==> src/rtl/router_reg.sv <==
// Router datapath register stage: header capture, FIFO byte staging with
// full-stall buffering, and running-parity check against the trailing byte.
module router_reg #(
    parameter int WIDTH = 8
) (
    input  logic             clock,
    input  logic             reset,
    input  logic             packet_valid,
    input  logic [WIDTH-1:0] data,
    input  logic             fifo_full,
    input  logic             detect_add,
    input  logic             lfd_state,
    input  logic             ld_state,
    input  logic             laf_state,
    input  logic             full_state,
    input  logic             lp_state,
    input  logic             reset_int_reg,
    output logic [WIDTH-1:0] dout,
    output logic             parity_done,
    output logic             low_packet_valid,
    output logic             err
);

    logic [WIDTH-1:0] header_byte;
    logic [WIDTH-1:0] full_state_byte;
    logic [WIDTH-1:0] internal_parity;
    logic [WIDTH-1:0] packet_parity;
    logic             parity_done_q;

    // The parity-check state carries no datapath role in this stage.
    logic unused_lp_state;
    assign unused_lp_state = lp_state;

    // Header capture; address 3 is not a valid destination.
    always_ff @(posedge clock) begin
        if (reset) begin
            header_byte <= '0;
        end else if (detect_add && packet_valid && (data[1:0] != 2'b11)) begin
            header_byte <= data;
        end
    end

    // Output byte staging; a byte arriving against a full FIFO is parked
    // in full_state_byte and replayed once on laf_state.
    always_ff @(posedge clock) begin
        if (reset) begin
            dout            <= '0;
            full_state_byte <= '0;
        end else if (lfd_state) begin
            dout <= header_byte;
        end else if (ld_state && !fifo_full) begin
            dout <= data;
        end else if (ld_state && fifo_full) begin
            full_state_byte <= data;
        end else if (laf_state) begin
            dout <= full_state_byte;
        end
    end

    // Running parity over header and payload; the parity byte is excluded.
    always_ff @(posedge clock) begin
        if (reset) begin
            internal_parity <= '0;
        end else if (detect_add) begin
            internal_parity <= '0;
        end else if (lfd_state) begin
            internal_parity <= internal_parity ^ header_byte;
        end else if (ld_state && packet_valid && !full_state) begin
            internal_parity <= internal_parity ^ data;
        end
    end

    always_ff @(posedge clock) begin
        if (reset) begin
            packet_parity <= '0;
        end else if (detect_add) begin
            packet_parity <= '0;
        end else if (ld_state && !packet_valid) begin
            packet_parity <= data;
        end
    end

    always_ff @(posedge clock) begin
        if (reset) begin
            parity_done <= 1'b0;
        end else if (detect_add) begin
            parity_done <= 1'b0;
        end else if (ld_state && !fifo_full && !packet_valid) begin
            parity_done <= 1'b1;
        end else if (laf_state && low_packet_valid && !parity_done) begin
            parity_done <= 1'b1;
        end
    end

    always_ff @(posedge clock) begin
        if (reset) begin
            low_packet_valid <= 1'b0;
        end else if (reset_int_reg) begin
            low_packet_valid <= 1'b0;
        end else if (ld_state && !packet_valid) begin
            low_packet_valid <= 1'b1;
        end
    end

    // err is evaluated once, on the cycle following the rise of parity_done.
    always_ff @(posedge clock) begin
        if (reset) begin
            parity_done_q <= 1'b0;
            err           <= 1'b0;
        end else begin
            parity_done_q <= parity_done;
            if (detect_add) begin
                err <= 1'b0;
            end else if (parity_done && !parity_done_q) begin
                err <= (internal_parity != packet_parity);
            end
        end
    end

endmodule
==> config.mk <==
export PLATFORM = sky130hd
export DESIGN_NAME = router_reg
export DESIGN_NICKNAME = d
export VERILOG_FILES = /design/src/rtl/router_reg.sv
export SDC_FILE = /design/constraint.sdc
export NUM_CORES = 1
export LEC_CHECK = 0
export CAP_MARGIN = 40
export CORE_AREA = 3 3 70 65
export DETAILED_ROUTE_END_ITERATION = 6
export DIE_AREA = 0 0 73 68
export PLACE_DENSITY = 0.73
export SYNTH_ARGS = -nofsm -noshare
export SYNTH_HDL_FRONTEND = slang
export SYNTH_SLANG_ARGS = --single-unit
==> constraint.sdc <==
create_clock -name clock -period 2.1 [get_ports clock]
set_clock_uncertainty 0.2 [all_clocks]
set_input_delay 0.42 -clock clock [delete_from_list [all_inputs] [get_ports clock]]
set_output_delay 0.42 -clock clock [all_outputs]
set_load 0.005 [all_outputs]
==> results of run 1 <==
[sequential cells by signal, indices dropped and copies added (netlist names)]
| signal | count |
|---|---|
| dout | 8 |
| err | 1 |
| full_state_byte | 8 |
| header_byte | 8 |
| internal_parity | 8 |
| low_packet_valid | 1 |
| packet_parity | 8 |
| parity_done | 1 |
| parity_done_q | 1 |
[power breakdown]
part | total (mW) | switching [mW] | internal, mW | leakage, nW
logic | 0.246 | 0.105 | 0.141 | 0.698
clock network | 0.547 | 0.280 | 0.267 | 0.0445
registers | 0.878 | 0.0176 | 0.860 | 0.357
total | 1.67 | 0.403 | 1.27 | 1.10
[how the worst max path moves through the flow]
stage / endpoint / slack [ns] / cells after the start
3_3_place_gp: dout[5] / -0.26 / 6
3_5_place_dp: dout[6] / -0.30 / 6
2_1_floorplan: dout[0] / 0.37 / 5
6_report: dout[1] / 0.04 / 6
5_1_grt: dout[0] / 0.01 / 6
4_1_cts: dout[6] / 0.004 / 6
[per-stage QoR]
step	instance area [um^2]	instances	hold slack (ns)	TNS, ns
2_1_floorplan	1920	189	0.248	0
3_3_place_gp	2400	274	0.255	-1.82
3_5_place_dp	2400	274	0.269	-2.08
4_1_cts	2490	282	0.281	0
5_1_grt	2520	283	0.292	0
6_report	2520	283	0.279	0
[synthesized netlist by cell type]
library cell	count
sky130_fd_sc_hd__o21bai_1	1
sky130_fd_sc_hd__buf_2	4
sky130_fd_sc_hd__nor4_1	1
sky130_fd_sc_hd__a31oi_1	1
sky130_fd_sc_hd__nor2b_4	1
sky130_fd_sc_hd__or2_2	1
sky130_fd_sc_hd__dfxtp_1	44
sky130_fd_sc_hd__mux2_2	9
sky130_fd_sc_hd__and2b_1	1
sky130_fd_sc_hd__nand3_1	1
sky130_fd_sc_hd__buf_12	1
sky130_fd_sc_hd__nand3b_1	1
sky130_fd_sc_hd__a21oi_1	8
sky130_fd_sc_hd__nor4_4	1
sky130_fd_sc_hd__nor4bb_1	1
sky130_fd_sc_hd__nand4_1	1
sky130_fd_sc_hd__a221oi_1	1
sky130_fd_sc_hd__a22o_1	8
sky130_fd_sc_hd__nor2b_1	3
sky130_fd_sc_hd__a22oi_1	8
sky130_fd_sc_hd__xor2_1	11
sky130_fd_sc_hd__nor3_1	2
sky130_fd_sc_hd__nor2_1	27
sky130_fd_sc_hd__mux2_4	7
sky130_fd_sc_hd__inv_1	1
sky130_fd_sc_hd__xnor2_1	5
sky130_fd_sc_hd__nand2_1	18
sky130_fd_sc_hd__clkbuf_1	5
sky130_fd_sc_hd__mux2i_1	16
[what timing repair did]
item                                   4_1_cts  5_1_grt
endpoints found under the hold margin        0        0
setup endpoints to repair                    0        6
setup buffers                                0        1
resized for setup                            0        5
[cell families after synthesis]
kind of cell           count (synthesis)  share of synthesized area [%]
AND/OR/NAND/NOR                       59                           14.6
multiplexers                          32                           19.1
buffers and inverters                 11                           3.25
AO/OA/AOI/OAI                         27                           10.0
flip-flops                            44                           45.8
XOR/XNOR                              16                           7.28
[cell type report]
class / count / area [um^2] / share of cell area (%)
clock inverters: 1 / 7.51 / 0.298
multi-input cells: 134 / 983 / 39.1
flip-flops and latches: 44 / 881 / 35.0
inverters: 1 / 3.75 / 0.149
clock buffers: 7 / 86.3 / 3.43
well taps: 46 / 57.6 / 2.29
repair buffers: 50 / 497 / 19.7
[worst max-delay path, stage by stage]
cell and delay [ns]:
sky130_fd_sc_hd__clkdlybuf4s50_1 0.47, sky130_fd_sc_hd__nor2b_4 0.27, sky130_fd_sc_hd__buf_4 0.16, sky130_fd_sc_hd__mux2_4 0.28, sky130_fd_sc_hd__mux2_2 0.27, sky130_fd_sc_hd__a22o_1 0.17
[per-layer routing]
metal	routed length [um]	part of all wire, %	track usage (%)
met1	1940	45	21.9
met2	2080	49	32.6
met3	180	4.2	4.26
met4	77	1.8	8.29
met5	0	0	0
==> Implementation_results.wiki, run 1 <==
{| class="wikitable"
! Metric !! Value
|-
| Status || completed
|-
| Setup crit start || fifo_full
|-
| Routed vias || 1522
|-
| Number of rows created at floorplan || 21
|-
| Hold bufs inserted after CTS || 0
|-
| Die Ht || 68 um
|-
| Pin count of the biggest net entering global routing || 18
|-
| Initial Utilization || between 50% and 60%
|-
| Ranking of synthesized cells by area || sky130_fd_sc_hd__dfxtp_1, sky130_fd_sc_hd__mux2i_1, sky130_fd_sc_hd__mux2_4, sky130_fd_sc_hd__mux2_2, sky130_fd_sc_hd__nor2_1
|-
| Routability congestion estimate from global placement || 0.779
|-
| Routed wire length || 4280 um
|-
| Arrival time reported for the critical path endpoint || 2.04 ns
|-
| Count of maximum capacitance violations || 0
|-
| Maximum VDD drop || between 0.0004 and 0.0005 V
|-
| Final global-route overflow total || 0
|-
| Post-synth top area share || 45.8%
|-
| Worst hold path cell count || 2
|-
| Launching point of the worst reg2reg path || full_state_byte[3]
|-
| Power, Total || 1.67 mW
|-
| Hold endpoint || packet_parity[1]
|-
| Maximum frequency from static timing analysis || just under 500 MHz
|-
| Horizontal die dimension || 73 um
|-
| Clock edge transition at the registers on the reported setup and hold paths || 0.08 ns
|-
| Share of layout cells above drive strength 1 || 20.7%
|-
| Core occupancy in the finished layout || 66.0%
|-
| Sequential fraction of the synthesis area || 45.8%
|-
| Min setup slack post-route || between 0.04 and 0.05 ns
|-
| Syn Area/Cell || a little over 10 um^2
|-
| Cell count of the worst reg-to-reg path || 3
|-
| Post-synthesis register bit count || 44
|-
| Post-synthesis instance total || 189
|-
| Worst-Skew Late Latency || a little under 0.3 ns
|-
| Count of distinct cell types in the synthesized netlist || 29
|-
| Largest fanout of any net on the critical path || 7
|-
| Total iterations of the first detailed-routing run || 4
|-
| Power density of the placed cells || ~660 mW/mm^2
|-
| Total number of clock tree sinks || 44
|-
| Via count normalized by instance count || 5.38
|-
| Routed wirelength normalized by instance count || ~15 um
|-
| Half-perimeter wire length of the detailed placement result || 3250 um
|-
| Drc violations || 0
|-
| Critical path data required time || around 2.1 ns
|-
| Ports || 30
|-
| Area grow syn2layout || 30.8%
|-
| Final count of hold timing violations || 0
|-
| Worst reg-to-reg setup slack || 0.74 ns
|-
| Core ar. || 0.00381 mm^2
|-
| Overall track demand over capacity in global routing || 18.7%
|-
| Residual antenna-violating net count after detailed routing || 0
|-
| Depth of the CTS H-tree || 2
|-
| Floorplan die area || 0.00496 mm^2
|-
| Critical path launch point type || input port
|-
| Number of setup violations in the final report || 0
|-
| Fill cells || 284
|-
| Global-route wire length before repair || 7010 um
|-
| Mapped cell area || 0.00192 mm^2
|-
| Pin slew with the least headroom to its limit || 0.512 ns
|-
| Static leakage power || 1.10 nW
|-
| Final period util || 97.9%
|-
| Max-slew headroom || between 60% and 70%
|-
| Kind of end point of the critical path || flip-flop
|-
| Time the final worst path needs with I/O delays and setup || 2.06 ns
|-
| Setup repair after global routing missed its margin || false
|-
| Count of nets after finishing || 255
|-
| Crit Path Category || input port to flip-flop
|-
| Post-Place Setup Slack || -0.298 ns
|-
| Via count of the first global-routing pass || between 1.5k and 2k
|-
| Most frequent cells in the layout || sky130_fd_sc_hd__dfxtp_1, sky130_fd_sc_hd__clkdlybuf4s50_1, sky130_fd_sc_hd__nor2_1
|-
| Number of diodes || 0
|-
| Number of buffers inserted during clock tree synthesis || 5
|-
| Final Max Slew Viols || 0
|-
| Max Root-Sink Buffers || 2
|-
| Cell chosen for the clock root || sky130_fd_sc_hd__clkbuf_8
|-
| Area leader, netlist || sky130_fd_sc_hd__dfxtp_1
|-
| Commonest non-fill, non-tap cell in the layout || sky130_fd_sc_hd__dfxtp_1
|-
| Worst Hold Class || flip-flop to flip-flop
|-
| Net count after synthesis || roughly 210
|-
| Initial DRC Count || 55
|-
| TritonCTS clock tree || built
|-
| Reg2reg end || dout[3]
|-
| Initial antenna violation count || 0
|-
| Yosys warning count || 0
|-
| Origin of the worst min-delay path || packet_parity[1]
|-
| IO Port Bufs || 28
|}
Note: power is estimated with default switching activity, not from simulation.
==> inputs of run 2 (changes only) <==
CAP_MARGIN = 20   (was 40)
SKIP_CTS_REPAIR_TIMING = 1   (was default)
==> results of run 2 <==
Same layout as run 1: the final DEF is identical, and so are final timing and power.
==> inputs of run 3 (changes only) <==
ABC_CLOCK_PERIOD_IN_PS = 2100   (was default)
==> results of run 3 <==
Same layout as run 1: the final DEF is identical, and so are final timing and power.
